[src/rtl/seq_div_unit_if.sv]
// Handshake and operand/result bundle between the control unit (master) and the divider (slave).
interface seq_div_unit_if #(
    parameter int unsigned WIDTH = 32
) ();
    logic                 start;
    logic                 signed_mode;
    logic [WIDTH-1:0]     dividend;
    logic [WIDTH-1:0]     divisor;
    logic                 busy;
    logic                 done;
    logic                 div_by_zero;
    logic [2*WIDTH-1:0]   result;

    modport master (
        output start, signed_mode, dividend, divisor,
        input  busy, done, div_by_zero, result
    );

    modport slave (
        input  start, signed_mode, dividend, divisor,
        output busy, done, div_by_zero, result
    );
endinterface

[src/rtl/seq_div_unit.sv]
// Multicycle restoring divider: one quotient bit per clock, signed/unsigned per operation,
// packed {remainder, quotient} result and divide-by-zero status.
module seq_div_unit #(
    parameter int unsigned WIDTH = 32
) (
    input  logic          clk,
    input  logic          clr_n,
    seq_div_unit_if.slave div_if
);
    localparam int unsigned CNT_W = $clog2(WIDTH) + 1;
    localparam int unsigned RES_W = 2 * WIDTH;

    typedef enum logic [1:0] {
        S_IDLE = 2'd0,
        S_LOAD = 2'd1,
        S_ITER = 2'd2,
        S_FIX  = 2'd3
    } state_t;

    state_t             state_q,  state_d;
    logic [WIDTH-1:0]   dvd_q,    dvd_d;
    logic [WIDTH-1:0]   dvs_q,    dvs_d;
    logic [WIDTH-1:0]   quo_q,    quo_d;
    logic [WIDTH-1:0]   dmag_q,   dmag_d;
    logic [WIDTH-1:0]   prem_q,   prem_d;
    logic [CNT_W-1:0]   cnt_q,    cnt_d;
    logic               mode_q,   mode_d;
    logic               qneg_q,   qneg_d;
    logic               rneg_q,   rneg_d;
    logic               busy_q,   busy_d;
    logic               done_q,   done_d;
    logic               dbz_q,    dbz_d;
    logic [RES_W-1:0]   result_q, result_d;

    logic               dvd_neg;
    logic               dvs_neg;
    logic [WIDTH:0]     shifted;
    logic [WIDTH+1:0]   trial;
    logic               trial_ok;
    logic [WIDTH-1:0]   quo_fix;
    logic [WIDTH-1:0]   rem_fix;

    // Next-state and datapath
    always_comb begin
        state_d  = state_q;
        dvd_d    = dvd_q;
        dvs_d    = dvs_q;
        quo_d    = quo_q;
        dmag_d   = dmag_q;
        prem_d   = prem_q;
        cnt_d    = cnt_q;
        mode_d   = mode_q;
        qneg_d   = qneg_q;
        rneg_d   = rneg_q;
        busy_d   = busy_q;
        done_d   = 1'b0;
        dbz_d    = dbz_q;
        result_d = result_q;

        dvd_neg  = mode_q & dvd_q[WIDTH-1];
        dvs_neg  = mode_q & dvs_q[WIDTH-1];
        shifted  = {prem_q, quo_q[WIDTH-1]};
        // Two guard bits: shifted can reach 2^(WIDTH+1)-1 with an unsigned MSB-set divisor
        trial    = {1'b0, shifted} - {2'b00, dmag_q};
        trial_ok = (trial[WIDTH+1:WIDTH] == 2'b00);
        quo_fix  = qneg_q ? (-quo_q)  : quo_q;
        rem_fix  = rneg_q ? (-prem_q) : prem_q;

        unique case (state_q)
            S_IDLE: begin
                if (div_if.start) begin
                    dvd_d   = div_if.dividend;
                    dvs_d   = div_if.divisor;
                    mode_d  = div_if.signed_mode;
                    busy_d  = 1'b1;
                    state_d = S_LOAD;
                end
            end
            S_LOAD: begin
                if (dvs_q == '0) begin
                    done_d   = 1'b1;
                    busy_d   = 1'b0;
                    dbz_d    = 1'b1;
                    result_d = {dvd_q, {WIDTH{1'b1}}};
                    state_d  = S_IDLE;
                end else begin
                    quo_d   = dvd_neg ? (-dvd_q) : dvd_q;
                    dmag_d  = dvs_neg ? (-dvs_q) : dvs_q;
                    qneg_d  = dvd_neg ^ dvs_neg;
                    rneg_d  = dvd_neg;
                    prem_d  = '0;
                    cnt_d   = '0;
                    state_d = S_ITER;
                end
            end
            S_ITER: begin
                prem_d = trial_ok ? trial[WIDTH-1:0] : shifted[WIDTH-1:0];
                quo_d  = {quo_q[WIDTH-2:0], trial_ok};
                cnt_d  = cnt_q + CNT_W'(1);
                if (cnt_q == CNT_W'(WIDTH - 1)) begin
                    state_d = S_FIX;
                end
            end
            S_FIX: begin
                result_d = {rem_fix, quo_fix};
                done_d   = 1'b1;
                busy_d   = 1'b0;
                dbz_d    = 1'b0;
                state_d  = S_IDLE;
            end
            default: begin
                state_d = S_IDLE;
            end
        endcase
    end

    always_ff @(posedge clk or negedge clr_n) begin
        if (!clr_n) begin
            state_q  <= S_IDLE;
            dvd_q    <= '0;
            dvs_q    <= '0;
            quo_q    <= '0;
            dmag_q   <= '0;
            prem_q   <= '0;
            cnt_q    <= '0;
            mode_q   <= 1'b0;
            qneg_q   <= 1'b0;
            rneg_q   <= 1'b0;
            busy_q   <= 1'b0;
            done_q   <= 1'b0;
            dbz_q    <= 1'b0;
            result_q <= '0;
        end else begin
            state_q  <= state_d;
            dvd_q    <= dvd_d;
            dvs_q    <= dvs_d;
            quo_q    <= quo_d;
            dmag_q   <= dmag_d;
            prem_q   <= prem_d;
            cnt_q    <= cnt_d;
            mode_q   <= mode_d;
            qneg_q   <= qneg_d;
            rneg_q   <= rneg_d;
            busy_q   <= busy_d;
            done_q   <= done_d;
            dbz_q    <= dbz_d;
            result_q <= result_d;
        end
    end

    assign div_if.busy        = busy_q;
    assign div_if.done        = done_q;
    assign div_if.div_by_zero = dbz_q;
    assign div_if.result      = result_q;
endmodule
[src/flat_wrapper.sv]
// flat-port wrapper written by rule: the top's interface ports become plain ports
module seq_div_unit_flat 
#(
    parameter int unsigned WIDTH = 32
)
  (clk, clr_n, div_if_start, div_if_signed_mode, div_if_dividend, div_if_divisor, div_if_busy, div_if_done, div_if_div_by_zero, div_if_result);
  seq_div_unit_if #(.WIDTH(WIDTH)) div_if_i ();
  input  logic clk;
  input  logic clr_n;
  input wire logic [$bits(div_if_i.start)-1:0] div_if_start;
  input wire logic [$bits(div_if_i.signed_mode)-1:0] div_if_signed_mode;
  input wire logic [$bits(div_if_i.dividend)-1:0] div_if_dividend;
  input wire logic [$bits(div_if_i.divisor)-1:0] div_if_divisor;
  output wire logic [$bits(div_if_i.busy)-1:0] div_if_busy;
  output wire logic [$bits(div_if_i.done)-1:0] div_if_done;
  output wire logic [$bits(div_if_i.div_by_zero)-1:0] div_if_div_by_zero;
  output wire logic [$bits(div_if_i.result)-1:0] div_if_result;
  assign div_if_i.start = div_if_start;
  assign div_if_i.signed_mode = div_if_signed_mode;
  assign div_if_i.dividend = div_if_dividend;
  assign div_if_i.divisor = div_if_divisor;
  assign div_if_busy = div_if_i.busy;
  assign div_if_done = div_if_i.done;
  assign div_if_div_by_zero = div_if_i.div_by_zero;
  assign div_if_result = div_if_i.result;
  seq_div_unit #(.WIDTH(WIDTH)) u_core (.clk(clk), .clr_n(clr_n), .div_if(div_if_i));
endmodule
[config.mk]
export PLATFORM = sky130hd
export DESIGN_NAME = seq_div_unit_flat
export DESIGN_NICKNAME = d
export VERILOG_FILES = /design/src/rtl/seq_div_unit_if.sv /design/src/rtl/seq_div_unit.sv /design/src/flat_wrapper.sv
export SDC_FILE = /design/constraint.sdc
export NUM_CORES = 1
export LEC_CHECK = 0
export BUFFER_PORTS_ARGS = -buffer_cell sky130_fd_sc_hd__buf_2
export CORE_AREA = 2 2 181 148
export CTS_BUF_LIST = sky130_fd_sc_hd__clkbuf_4
export DETAILED_ROUTE_END_ITERATION = 16
export DIE_AREA = 0 0 183 150
export HOLD_SLACK_MARGIN = 0.05
export PLACE_DENSITY = 0.74
export SLEW_MARGIN = 15
export SYNTH_ARGS = -nofsm -noshare
export SYNTH_HDL_FRONTEND = slang
export SYNTH_SLANG_ARGS = --single-unit
[constraint.sdc]
create_clock -name clk -period 7.6 [get_ports clk]
set_input_delay 1.52 -clock clk [delete_from_list [all_inputs] [get_ports clk]]
set_output_delay 1.52 -clock clk [all_outputs]
set_load 0.005 [all_outputs]
## After elaboration in Yosys (flattened, before gate mapping)

Index checks and enable logic that the tools add are counted.

| storage, ports and cells | value |
|---|---|
| RAM bits | 0 |
| logic and storage cells | 68 |
| input bits | 68 |
| memory bits (read-only) | 0 |
| memories kept | 0 |
| register bits | 238 |
| latch bits | 0 |

| cells by class | value |
|---|---|
| shifts and indexed selects | 0 |
| $mul | 0 |
| div/mod/pow operators | 0 |
| reductions and logical operators | 12 |
| add/subtract/negate cells | 6 |
| magnitude comparators | 0 |
| eq/ne operators | 8 |
| mux-type cells | 24 |
| bitwise operators | 4 |

Operator list:

| cell | count |
|---|---|
| $mux 32 | 7 |
| $neg 32->32 | 4 |
| $pmux 32 s2 | 2 |
| $pmux 64 s2 | 1 |
| $mux 64 | 1 |
| $sub 33x32->34 | 1 |
| $logic_not 32->1 | 1 |
| $pmux 6 s2 | 1 |
| $reduce_and 2->1 | 5 |
| $pmux 2 s4 | 1 |
| $add 6x1->6 const B | 1 |
| $eq 6x5->1 const B | 1 |
| $mux 2 | 3 |
| $mux 6 | 1 |
| $eq 2x2->1 const B | 2 |
| $logic_not 2->1 | 2 |
| $mux 1 | 4 |
| $ne 2x1->1 const B | 2 |
| $ne 2x2->1 const B | 2 |
| $pmux 1 s2 | 2 |
| $reduce_bool 2->1 | 2 |
| $pmux 1 s3 | 1 |
| $reduce_and 3->1 | 1 |
| $reduce_bool 3->1 | 1 |
| other kinds (4) | 5 |

## Logic depth before layout (Yosys ltp)

Gate-level depths: netlist of run 1.

| depth | value |
|---|---|
| depth in word-level cells | 4 |
| gate-level depth with buffers | 15 |

## Worst setup path after synthesis of run 1

OpenSTA, ideal clock, no wires.

| path | value |
|---|---|
| kind | register to register |
| from | register u_core.prem_q[2] |
| to | register u_core.prem_q[14] |
| path slack | 4.314 ns |
| buffers on the path | 2 |
| setup time | 0.135 ns |
| data arrival time | 3.151 ns |
| stages on the path, launching flop included | 13 |
| data required time | 7.465 ns |
| path through | dfrtp_1 -> ha_1 -> and2_1 -> a221oi_1 -> a21o_1 -> a31oi_1 -> a31oi_1 -> o31a_1 -> o41a_1 -> clkbuf_1 -> clkbuf_1 -> mux2i_1 -> o21ai_0 |

| on the way | value |
|---|---|
| cells in the longest elaborated chain, start to end | 4 |

Ends and longest elaborated chain:

| what | RTL line | text |
|---|---|---|
| start: declaration | seq_div_unit.sv:25 | `logic [WIDTH-1:0] prem_q, prem_d;` |
| start signal: assignment | seq_div_unit.sv:139 | `prem_q <= prem_d;` |
| $sub 33x32->34 (*) | seq_div_unit.sv:64 | `trial = {1'b0, shifted} - {2'b00, dmag_q};` |
| $logic_not 2->1 | seq_div_unit.sv:65 | `trial_ok = (trial[WIDTH+1:WIDTH] == 2'b00);` |
| $mux 32 (*) | seq_div_unit.sv:97 | `prem_d = trial_ok ? trial[WIDTH-1:0] : shifted[WIDTH-1:0];` |
| $pmux 32 s2 (*) | seq_div_unit.sv:69 | `unique case (state_q)` |

Every way passes the cells marked *; elsewhere a longest branch is shown, timed or not.
A chain may end at the register's enable or synchronous reset.

## Worst setup path after layout of run 1

| path | value |
|---|---|
| from | register u_core.dvs_q[8] |
| to | register u_core.prem_q[13] |

| on the way | value |
|---|---|
| cells in the longest elaborated chain, start to end | 3 |

Ends and longest elaborated chain:

| what | RTL line | text |
|---|---|---|
| start: declaration | seq_div_unit.sv:22 | `logic [WIDTH-1:0] dvs_q, dvs_d;` |
| start signal: assignment | seq_div_unit.sv:136 | `dvs_q <= dvs_d;` |
| $logic_not 32->1 | seq_div_unit.sv:80 | `if (dvs_q == '0) begin` |
| $ne 2x2->1 (no line) | - |  |
| $reduce_and 2->1 (no line) | - |  |

Every way passes these cells.

==> impl_metrics.csv, run 1 <==
group,metric,value,unit
power,leakage,6.973,nW
timing,hold_viol,0,
synth,ys_warn_count,0,
finish,final_cell_mix,"dfrtp_1, nand2_1, buf_2, o21ai_0, nor2_1",
worst_setup_path,cp_max_fo,53,
clock_network,insertion_delay,750,ps
global_route,grt_pass1_vias,11622,
outcome,status,"finished clean",
synth,synth_seq_area_share,42.76,%
worst_setup_path,critPathMaxStageDelay,790,ps
synth,synth_top_area_share,42.76,%
placed_design,hpwl,25060,microns
power,pwr-share-comb,49.9,%
synth,synthTopCellsByArea,"dfrtp_1, mux2_2, xor2_1",
synth,synth_edf_count,0,
synth,syn-cell-area,13930,sq um
worst_setup_path,crit_required,8250,ps
routing,wl_met1,16760,microns
global_route,overflow,0,
global_route,grt_util_all_layers,26.80,%
routing,vias_per_cell,6.025,
placed_design,dpl_cell_area,14790,sq um
timing,max_freq,223.7,MHz
clock_network,clkSinkCount,238,
die,core,25730,sq um
power,switching_power,3.305,mW
clock_network,clock-root-buffer,"clkbuf_4",
timing,worst_slew_pin_slew,1202,ps
finish,fill_cells,2280,
timing,finalCriticalPeriod,4471,ps
routing,via_count,12031,
finish,mostFrequentLayoutCell,"dfrtp_1",
power,power_frac_seq,35.1,%
worst_setup_path,crit_path_frequent_cell,"or4_1",
finish,nNetsFinal,1738,
power,power_density,473.9,nW/um^2
synth,synth.avg_cell_area,9.211,sq um
finish,syn_to_final_growth,11.56,%
placed_design,post-place-ws,3189,ps
power,swShare,44.89,%
worst_setup_path,path_cells,"or4_1 -> or4_1 -> nor3_1 -> nand3_1 -> and2_1 -> nor2b_4 -> buf_4 -> nor2_4 -> a221o_1",
global_route,grt_max_degree,170,
finish,finalInstanceArea,15540,sq um
power,ir_worst_vdd,0.0001897,V
die,start_util,54.13,%
die,io-pin-count,135,
power,p_int,4.058,mW
routing,routed_wl,36690,microns
timing,slew-limit-headroom,19.85,%
routing,wire_per_inst,18.37,microns
synth,async_reset_ff_share,100.0,%
worst_setup_path,cp-end-kind,"flip-flop",
timing,rsz0062_at_grt,"false",
worst_hold_path,hp-class,"reg2reg",
die,rows,53,
clock_network,clock_path_buffers,3,
flow_run,drv_cap,0,
synth,yosys_register_bits,238,
routing,highest_layer,"met4",
worst_setup_path,crit_buf_inv,1,
routing,drt-initial-drc-count,978,
routing,dr_wl_met2,16270,microns
finish,drive_above_1_share,19.87,%
global_route,antenna_found_initial,1,
timing,setup_ws,3129,ps
clock_network,cts_made_buffers,61,
routing,wl_met3,2712,microns
die,die_h,150,microns
routing,drt_drc_violations_left,0,
timing,setup_viol,0,
synth,ys.flop_type,"dfrtp_1",
die,die-area,27450,sq um
clock_network,htree_levels,2,
worst_setup_path,cp.arrival,5120,ps
worst_setup_path,path_delay_family,"simple AND/OR/NAND/NOR gates",
timing,maxSlewViolCount,0,
synth,yosysTopAreaCell,"dfrtp_1",
timing,setup-tns-final,0,ps
worst_setup_path,cp_slowest_cell,"nor2_4",
die,dieWidth,183,microns
placed_design,io_buffers,134,
clock_network,post-cts-setup-buffers,0,
power,clockPowerShare,15.0,%
clock_network,cts_resized,0,
worst_setup_path,path_class,"reg2reg",
clock_network,cts_tree,"built",
synth,synth_cell_types,67,
routing,antenna_left,0,
routing,dr.pass1.iters,6,
global_route,grt_pass1_wl,59490,microns
timing,period_share,58.82,%
worst_setup_path,critPathLaunchType,"flip-flop",
synth,netlist_instances,1512,
clock_network,path_clk_slew,70,ps
placed_design,place_congestion,0.9065,
synth,syn_nets,1618,
worst_setup_path,rrSetupSlack,3130,ps
clock_network,ctsHoldBuffers,0,
timing,worst_clock_skew,44.52,ps
## power by group through the flow
stage | Sequential (mW) | Combinational [mW] | Clock, mW
after global placement | 2.55 | 3.54 | 0
after CTS | 2.57 | 3.65 | 1.13
after floorplan | 2.31 | 2.85 | 0
final | 2.59 | 3.67 | 1.10
after detailed placement | 2.58 | 3.63 | 0
after global routing | 2.66 | 4.11 | 1.19
## synthesized netlist by cell type, types with 18 or more instances
cell        n
dfrtp_1   238
nand2_1   170
o21ai_0   114
nor2_1    111
xor2_1     80
o21ai_1    79
mux2_2     69
a21oi_1    63
clkbuf_1   63
xnor2_1    60
inv_1      52
ha_1       37
nand3_1    34
o31ai_1    29
mux2i_1    28
a221o_1    23
nor3_1     23
a31oi_1    21
or3_1      18
## registers in the layout, summed over array words and instances, names as in the netlist, 6 cells and up, named ones only
register / flops
u_core.dvd_q: 32
u_core.cnt_q: 6
u_core.div_if.result: 64
u_core.dvs_q: 32
u_core.dmag_q: 32
u_core.quo_q: 32
u_core.prem_q: 32
## final timing paths
| path | startpoint | endpoint | depth (start not counted) |
|---|---|---|---|
| max reg2reg | u_core.dvs_q[8]$_DFFE_PN0P_ | u_core.prem_q[13]$_DFFE_PN0P_ | 9 |
| max in group asynchronous | clr_n | u_core.prem_q[4]$_DFFE_PN0P_ | 2 |
| min in group asynchronous | clr_n | u_core.dmag_q[28]$_DFFE_PN0P_ | 1 |
| min | u_core.cnt_q[5]$_DFFE_PN0P_ | u_core.cnt_q[5]$_DFFE_PN0P_ | 1 |
| max | u_core.dvs_q[8]$_DFFE_PN0P_ | u_core.prem_q[13]$_DFFE_PN0P_ | 9 |
| min reg2reg | u_core.cnt_q[5]$_DFFE_PN0P_ | u_core.cnt_q[5]$_DFFE_PN0P_ | 1 |
## area by class of cell
class	instances	area [sq um]	area share, %
tap	330	412.9	2.657
sequential	238	5957	38.34
clock inverter	11	95.09	0.6120
inverter	54	202.7	1.305
antenna	1	2.502	0.01611
clock buffer	86	645.6	4.155
multi-input combinational	1134	7461	48.02
timing repair buffer	143	760.7	4.896
## per-stage QoR
stage          instances  power (mW)  hold WS, ps  utilization (%)
2_1_floorplan       1512       5.159        445.7                -
3_3_place_gp        1899       6.098        462.6            57.47
3_5_place_dp        1899       6.209        467.0            57.47
4_1_cts             1996       7.351        479.0            60.35
5_1_grt             1997       7.961        506.2            60.39
6_report            1997       7.362        480.2            60.39
## per-layer routing
| layer | up-vias | global-route usage (%) |
|---|---|---|
| li1 | 5654 | - |
| met1 | 5845 | 37.99 |
| met2 | 454 | 41.29 |
| met3 | 78 | 5.451 |
| met4 | 0 | 8.840 |
| met5 | - | 0 |
## kinds of logic after synthesis
family / Yosys count / synth area share [%]
AO/OA/AOI/OAI: 416 / 18.60
XOR/XNOR: 140 / 8.804
adder cells (fa/ha/maj): 38 / 3.468
buffers and inverters: 140 / 3.908
flip-flops: 238 / 42.76
multiplexers: 97 / 7.591
AND/OR/NAND/NOR: 443 / 14.87
Note: power is estimated with default switching activity, not from simulation.
==> inputs of run 2 (changes only) <==
--- a/config.mk
+++ b/config.mk
@@ -5,11 +5,12 @@
 export SDC_FILE = /design/constraint.sdc
 export NUM_CORES = 1
 export LEC_CHECK = 0
+export ABC_AREA = 1
 export BUFFER_PORTS_ARGS = -buffer_cell sky130_fd_sc_hd__buf_2
-export CORE_AREA = 2 2 181 148
+export CORE_AREA = 2 2 194 158
 export CTS_BUF_LIST = sky130_fd_sc_hd__clkbuf_4
 export DETAILED_ROUTE_END_ITERATION = 16
-export DIE_AREA = 0 0 183 150
+export DIE_AREA = 0 0 196 160
 export HOLD_SLACK_MARGIN = 0.05
 export PLACE_DENSITY = 0.74
 export SLEW_MARGIN = 15
==> constraint.sdc (replaced) <==
create_clock -name clk -period 4.23 [get_ports clk]
set_input_delay 0.846 -clock clk [delete_from_list [all_inputs] [get_ports clk]]
set_output_delay 0.846 -clock clk [all_outputs]
set_load 0.005 [all_outputs]
==> impl_metrics.csv, run 2 <==
group,metric,value,unit
synth,synth_edf_count,0,
synth,yosys_register_bits,238,
outcome,status,"finished clean",
timing,setup-tns-final,0,ps
routing,dr.pass1.iters,8,
synth,syn_nets,2415,
worst_setup_path,cp-end-kind,"flip-flop",
timing,max_freq,345.6,MHz
clock_network,path_clk_slew,60,ps
timing,finalCriticalPeriod,2893,ps
timing,timing.hold.ws,142.0,ps
clock_network,ctsHoldBuffers,0,
worst_setup_path,regToRegStartpoint,"u_core.dvs_q[0]$_DFFE_PN0P_",
routing,wire_per_inst,17.03,microns
routing,antenna_left,0,
worst_setup_path,cp_slowest_cell,"clkinv_2",
timing,maxSlewViolCount,0,
timing,hold_viol,0,
finish,largest_reg_flops,64,
global_route,antenna_found_initial,1,
die,io-pin-count,135,
global_route,grt_util_all_layers,31.76,%
timing,setup_ws,1337,ps
worst_setup_path,path_cells,"inv_1 -> ha_1 -> nand3_2 -> nor2_1 -> nand3_1 -> nor2_2 -> inv_1 -> nand2_2 -> buf_4 -> nand2_2 -> clkinv_2 -> a22oi_1",
timing,worst_clock_skew,29.97,ps
worst_setup_path,path_delay_family,"buffers and inverters",
clock_network,clock_path_buffers,3,
clock_network,htree_levels,3,
flow_run,drv_cap,0,
global_route,grt_pass1_wl,79070,microns
placed_design,hpwl,36680,microns
routing,drt-initial-drc-count,1805,
finish,nNetsFinal,2551,
synth,synthTopCellsByArea,"dfrtp_1, nand2_1, inv_1",
worst_setup_path,path_class,"reg2reg",
clock_network,cts_made_buffers,67,
finish,syn_to_final_growth,11.07,%
power,power_density,794.5,nW/um^2
die,start_util,53.81,%
synth,synth_top_area_share,37.31,%
synth,syn-cell-area,15960,sq um
synth,synth.avg_cell_area,6.914,sq um
synth,yosysMostFrequentCell,"nand2_1",
worst_setup_path,startpoint,"u_core.dvs_q[0]$_DFFE_PN0P_",
worst_setup_path,path_depth,12,
finish,final_core_util,59.77,%
worst_setup_path,timing.rr.end,"u_core.quo_q[22]$_DFFE_PN0P_",
power,finalPower,14.09,mW
global_route,overflow,0,
worst_setup_path,r2r_cells,12,
power,leakage,9.110,nW
worst_setup_path,critPathMaxStageDelay,550,ps
worst_setup_path,rrSetupSlack,1340,ps
worst_setup_path,crit_required,4740,ps
worst_setup_path,cp.arrival,3410,ps
synth,synth_seq_area_share,37.31,%
placed_design,place_congestion,1.008,
timing,slew-limit-headroom,22.04,%
worst_setup_path,crit_buf_inv,4,
die,die_h,160,microns
placed_design,post-place-ws,1400,ps
finish,mostFrequentLayoutCell,"nand2_1",
timing,rsz0062_at_grt,"false",
global_route,grt_max_degree,103,
placed_design,io_buffers,134,
routing,vias_per_cell,5.613,
timing,setup_viol,0,
clock_network,clock-root-buffer,"clkbuf_4",
die,rows,57,
worst_hold_path,hp-class,"in2async",
synth,ys.flop_type,"dfrtp_1",
timing,worst_slew_pin_slew,1159,ps
die,core,29670,sq um
worst_setup_path,critPathLaunchType,"flip-flop",
synth,synthTopCellsByCount,"nand2_1, inv_1, nor2_1",
routing,via_count,16153,
synth,netlist_instances,2309,
synth,synth_cell_types,56,
routing,drt_drc_violations_left,0,
finish,drive_above_1_share,13.48,%
die,dieWidth,196,microns
routing,routed_wl,49030,microns
synth,ys_warn_count,0,
timing,period_share,68.40,%
clock_network,post-cts-setup-buffers,0,
synth,yosysTopAreaCell,"dfrtp_1",
die,die-area,31360,sq um
clock_network,clkSinkCount,238,
worst_setup_path,worstSetupEndpoint,"u_core.quo_q[22]$_DFFE_PN0P_",
finish,final_cell_mix,"nand2_1, inv_1, nor2_1, dfrtp_1, nand3_1",
global_route,grt_pass1_vias,14842,
synth,async_reset_ff_share,100.0,%
clock_network,cts_tree,"built",
clock_network,insertion_delay,680,ps
power,ir_worst_vdd,0.0003775,V
clock_network,cts_resized,0,
worst_setup_path,cp_max_fo,68,
-- run 2: cell types whose count changed after synthesis, moves of 39 or more --
cell	before	now
inv_1	52	308
nor2_1	111	297
nand2_1	170	551
mux2_2	69	10
nand3_1	34	222
xnor2_1	60	0
nand4_1	10	49
o21ai_1	79	8
a21oi_1	63	122
-- run 2: kinds of logic (layout without fill, tap and decap cells) --
family / count (synthesis) / count (layout) / synth area share (%)
adders and majority gates: 38 / 38 / 3.025
AOI/OAI and AO/OA: 333 / 333 / 11.79
muxes: 10 / 10 / 0.7054
and+or+nand+nor: 1219 / 1219 / 33.04
other: 0 / 2 / 0
xor gates and xnor gates: 70 / 70 / 3.840
buffers and inverters: 401 / 585 / 10.30
DFF: 238 / 238 / 37.31
-- run 2: report_power, final --
group          leakage [nW]  switching (mW)  internal [mW]
Sequential             2.79           0.937           3.29
Combinational          5.79            5.12           2.48
Clock                 0.528            1.02           1.24
-- run 2: metrics by stage --
step / std cells / area, sq um
final: 2878 / 17730
after global routing: 2878 / 17730
after CTS: 2876 / 17730
after detailed placement: 2759 / 16840
after global placement: 2759 / 16840
after floorplan: 2309 / 15960
-- run 2: cell type report --
cell class              count  area, sq um
flip-flops and latches    238         5956
clock buffers             105        788.3
multi-input cells        1670         8387
diodes                      2        5.005
fillers                  2781        11940
repair buffers            152        828.3
well taps                 383        479.2
inverters                 316         1187
clock inverters            12        101.3
-- run 2: how the worst min path moves through the flow --
stage                                                     from                                    to  slack [ps]  depth (start not counted)
final                                                    clr_n         u_core.prem_q[17]$_DFFE_PN0P_         140                          1
after global routing                                     clr_n         u_core.prem_q[12]$_DFFE_PN0P_         150                          1
after CTS                                                clr_n         u_core.prem_q[30]$_DFFE_PN0P_         150                          1
after detailed placement          u_core.dmag_q[5]$_DFFE_PN0P_          u_core.dmag_q[5]$_DFFE_PN0P_         470                          2
after global placement    u_core.div_if.result[21]$_DFFE_PN0P_  u_core.div_if.result[21]$_DFFE_PN0P_         470                          2
after floorplan                  u_core.dmag_q[29]$_DFFE_PN0P_         u_core.dmag_q[29]$_DFFE_PN0P_         450                          2
-- run 2: metal layers --
| metal | wire length (microns) | global-route usage [%] | share of wire, % |
|---|---|---|---|
| met4 | 1010 | 8.988 | 2.1 |
| met5 | 0 | 0 | 0 |
| met1 | 22970 | 49.40 | 47 |
| met3 | 5704 | 8.110 | 12 |
| met2 | 19340 | 43.09 | 39 |
==> inputs of run 3 (changes only) <==
--- a/config.mk
+++ b/config.mk
@@ -12,7 +12,7 @@
 export DETAILED_ROUTE_END_ITERATION = 16
 export DIE_AREA = 0 0 196 160
 export HOLD_SLACK_MARGIN = 0.05
-export PLACE_DENSITY = 0.74
+export PLACE_DENSITY = 0.76
 export SLEW_MARGIN = 15
 export SYNTH_ARGS = -nofsm -noshare
 export SYNTH_HDL_FRONTEND = slang
==> constraint.sdc (replaced) <==
create_clock -name clk -period 2.3 [get_ports clk]
set_input_delay 0.46 -clock clk [delete_from_list [all_inputs] [get_ports clk]]
set_output_delay 0.46 -clock clk [all_outputs]
set_load 0.005 [all_outputs]
==> impl_metrics.csv, run 3 (same netlist as run 2, synthesis figures left out) <==
group,metric,value,unit
global_route,grt_pass1_vias,15537,
routing,antenna_left,0,
timing,rsz0062_at_grt,"true",
worst_setup_path,rrSetupSlack,-10,ps
power,pwr-share-comb,59.2,%
power,swShare,49.46,%
power,switching_power,14.02,mW
power,power_frac_seq,27.1,%
die,rows,57,
placed_design,io_buffers,134,
finish,multi_input_comb_area,8910,sq um
clock_network,htree_levels,3,
finish,syn_to_final_growth,25.41,%
timing,maxSlewViolCount,0,
clock_network,insertion_delay,710,ps
flow_run,drv_cap,0,
power,clockPowerShare,13.7,%
worst_hold_path,hp-class,"in2reg",
clock_network,clock-root-buffer,"clkbuf_4",
power,leakage,10.10,nW
timing,worst_slew_pin_slew,577.0,ps
global_route,antenna_found_initial,2,
die,start_util,53.81,%
outcome,status,"finished, violations left",
finish,fill_cells,2548,
clock_network,cts_made_buffers,66,
power,power_density,1416,nW/um^2
global_route,grt_max_degree,73,
timing,period_share,100.6,%
finish,drive_above_1_share,19.99,%
placed_design,placedCellCount,2881,
die,die-area,31360,sq um
routing,via_count,17149,
clock_network,cts_tree,"built",
power,ir_worst_vdd,0.0007399,V
finish,instances_no_fill,3066,
clock_network,clkSinkCount,238,
timing,setup_ws,-13.95,ps
timing,setup_viol,8,
clock_network,path_clk_slew,70,ps
timing,worst_clock_skew,46.75,ps
finish,final_cell_mix,"nand2_1, inv_1, nor2_1, dfrtp_1, nand3_1",
global_route,grt_pass1_wl,83700,microns
global_route,overflow,0,
worst_setup_path,startpoint,"u_core.dmag_q[0]$_DFFE_PN0P_",
routing,routed_wl,55370,microns
finish,regArea,5958,sq um
routing,drt_drc_violations_left,0,
outcome,violations,"setup timing",
worst_setup_path,cp_max_fo,5,
placed_design,dpl_cell_area,17870,sq um
worst_setup_path,crit_path_frequent_cell,"nand2_2",
finish,largest_reg_flops,64,
global_route,grt_util_all_layers,34.13,%
worst_setup_path,critPathMaxStageDelay,430,ps
timing,finalCriticalPeriod,2314,ps
worst_setup_path,cp.arrival,2870,ps
clock_network,clock_path_buffers,3,
routing,vias_per_cell,5.593,
routing,drt-initial-drc-count,1864,
die,dieWidth,196,microns
worst_setup_path,path_delay_family,"simple AND/OR/NAND/NOR gates",
worst_hold_path,worstHoldStart,"div_if_dividend[7]",
placed_design,place_congestion,1.041,
power,p_int,14.33,mW
worst_setup_path,crit_buf_inv,2,
worst_setup_path,path_cells,"ha_2 -> inv_2 -> fa_2 -> nand2_2 -> nand2_2 -> nand3_2 -> nand2_2 -> nand2_2 -> nand2_4 -> nand2_4 -> nand3_4 -> nand2_8 -> buf_6 -> nand3_2 -> nand3_2 -> nand2_1",
finish,nNetsFinal,2751,
timing,setup-tns-final,-54.11,ps
worst_setup_path,cp_slowest_cell,"dfrtp_1",
placed_design,post-place-ws,-9.524,ps
worst_setup_path,critPathLaunchType,"flip-flop",
finish,finalInstanceArea,20020,sq um
die,io-pin-count,135,
routing,wire_per_inst,18.06,microns
timing,max_freq,432.2,MHz
worst_setup_path,regToRegStartpoint,"u_core.dmag_q[0]$_DFFE_PN0P_",
worst_setup_path,crit_required,2860,ps
timing,hold_viol,0,
timing,timing.hold.ws,106.4,ps
worst_setup_path,cp-end-kind,"flip-flop",
worst_setup_path,path_class,"reg2reg",
finish,mostFrequentLayoutCell,"nand2_1",
die,core,29670,sq um
placed_design,hpwl,39750,microns
routing,dr.pass1.iters,6,
die,die_h,160,microns
timing,slew-limit-headroom,61.35,%
run 3: cell count changes in the layout (fill, tap and decap cells not counted), sizes merged:
cell / before / now
buf: 152 / 279
dlygate4sd3: 0 / 65
clkbuf: 105 / 96
nand2: 574 / 578
diode: 2 / 1
inv: 313 / 314
o21ai: 126 / 127
run 3: path summary, 6_finish.rpt:
kind	endpoint	cells past startpoint
min reg2reg	u_core.div_if.result[21]$_DFFE_PN0P_	2
min	u_core.dvd_q[7]$_DFFE_PN0P_	3
max in group asynchronous	u_core.div_if.result[35]$_DFFE_PN0P_	3
min in group asynchronous	u_core.prem_q[10]$_DFFE_PN0P_	2
max	u_core.prem_q[31]$_DFFE_PN0P_	16
max reg2reg	u_core.prem_q[31]$_DFFE_PN0P_	16
run 3: metrics by stage:
stage	util (%)	total power, mW
2_1_floorplan	-	17.26
3_3_place_gp	60.22	22.59
3_5_place_dp	60.22	22.90
4_1_cts	65.32	26.99
5_1_grt	67.48	30.42
6_report	67.48	28.35
run 3: final cells by class:
| type | instances | area share [%] |
|---|---|---|
| clock buffer | 92 | 3.450 |
| sequential | 238 | 29.76 |
| inverter | 316 | 5.950 |
| clock inverter | 13 | 0.5312 |
| timing repair buffer | 348 | 13.40 |
| antenna | 1 | 0.01250 |
| multi-input combinational | 1675 | 44.50 |
| tap | 383 | 2.394 |
run 3: metal layers:
metal / routed length (microns) / global-route usage [%] / vias up
met1: 24890 / 51.96 / 7859
met3: 7153 / 11.09 / 106
met5: 0 / 0 / -
li1: - / - / 8169
met4: 1117 / 8.850 / 0
met2: 22210 / 46.20 / 1015
run 3: tightest hold or removal path, cell delays in order:
cell and delay (ps):
buf_2 100, nor2_1 50, a21oi_1 120
run 3: what timing repair did:
action	4_1_cts	5_1_grt
resized for setup	9	96
endpoints found under the setup margin	30	58
endpoints found under the hold margin	110	0
buffers inserted	1	3
hold buffers	65	0
pin swaps	3	20
gates cloned	1	9
run 3: power groups by stage:
stage | Combinational, mW | Sequential [mW] | Clock, mW
after floorplan | 9.97 | 7.28 | 0
after global placement | 15.0 | 7.57 | 0
after detailed placement | 15.3 | 7.62 | 0
after CTS | 15.5 | 7.57 | 3.94
after global routing | 18.4 | 7.86 | 4.16
final | 16.8 | 7.67 | 3.90
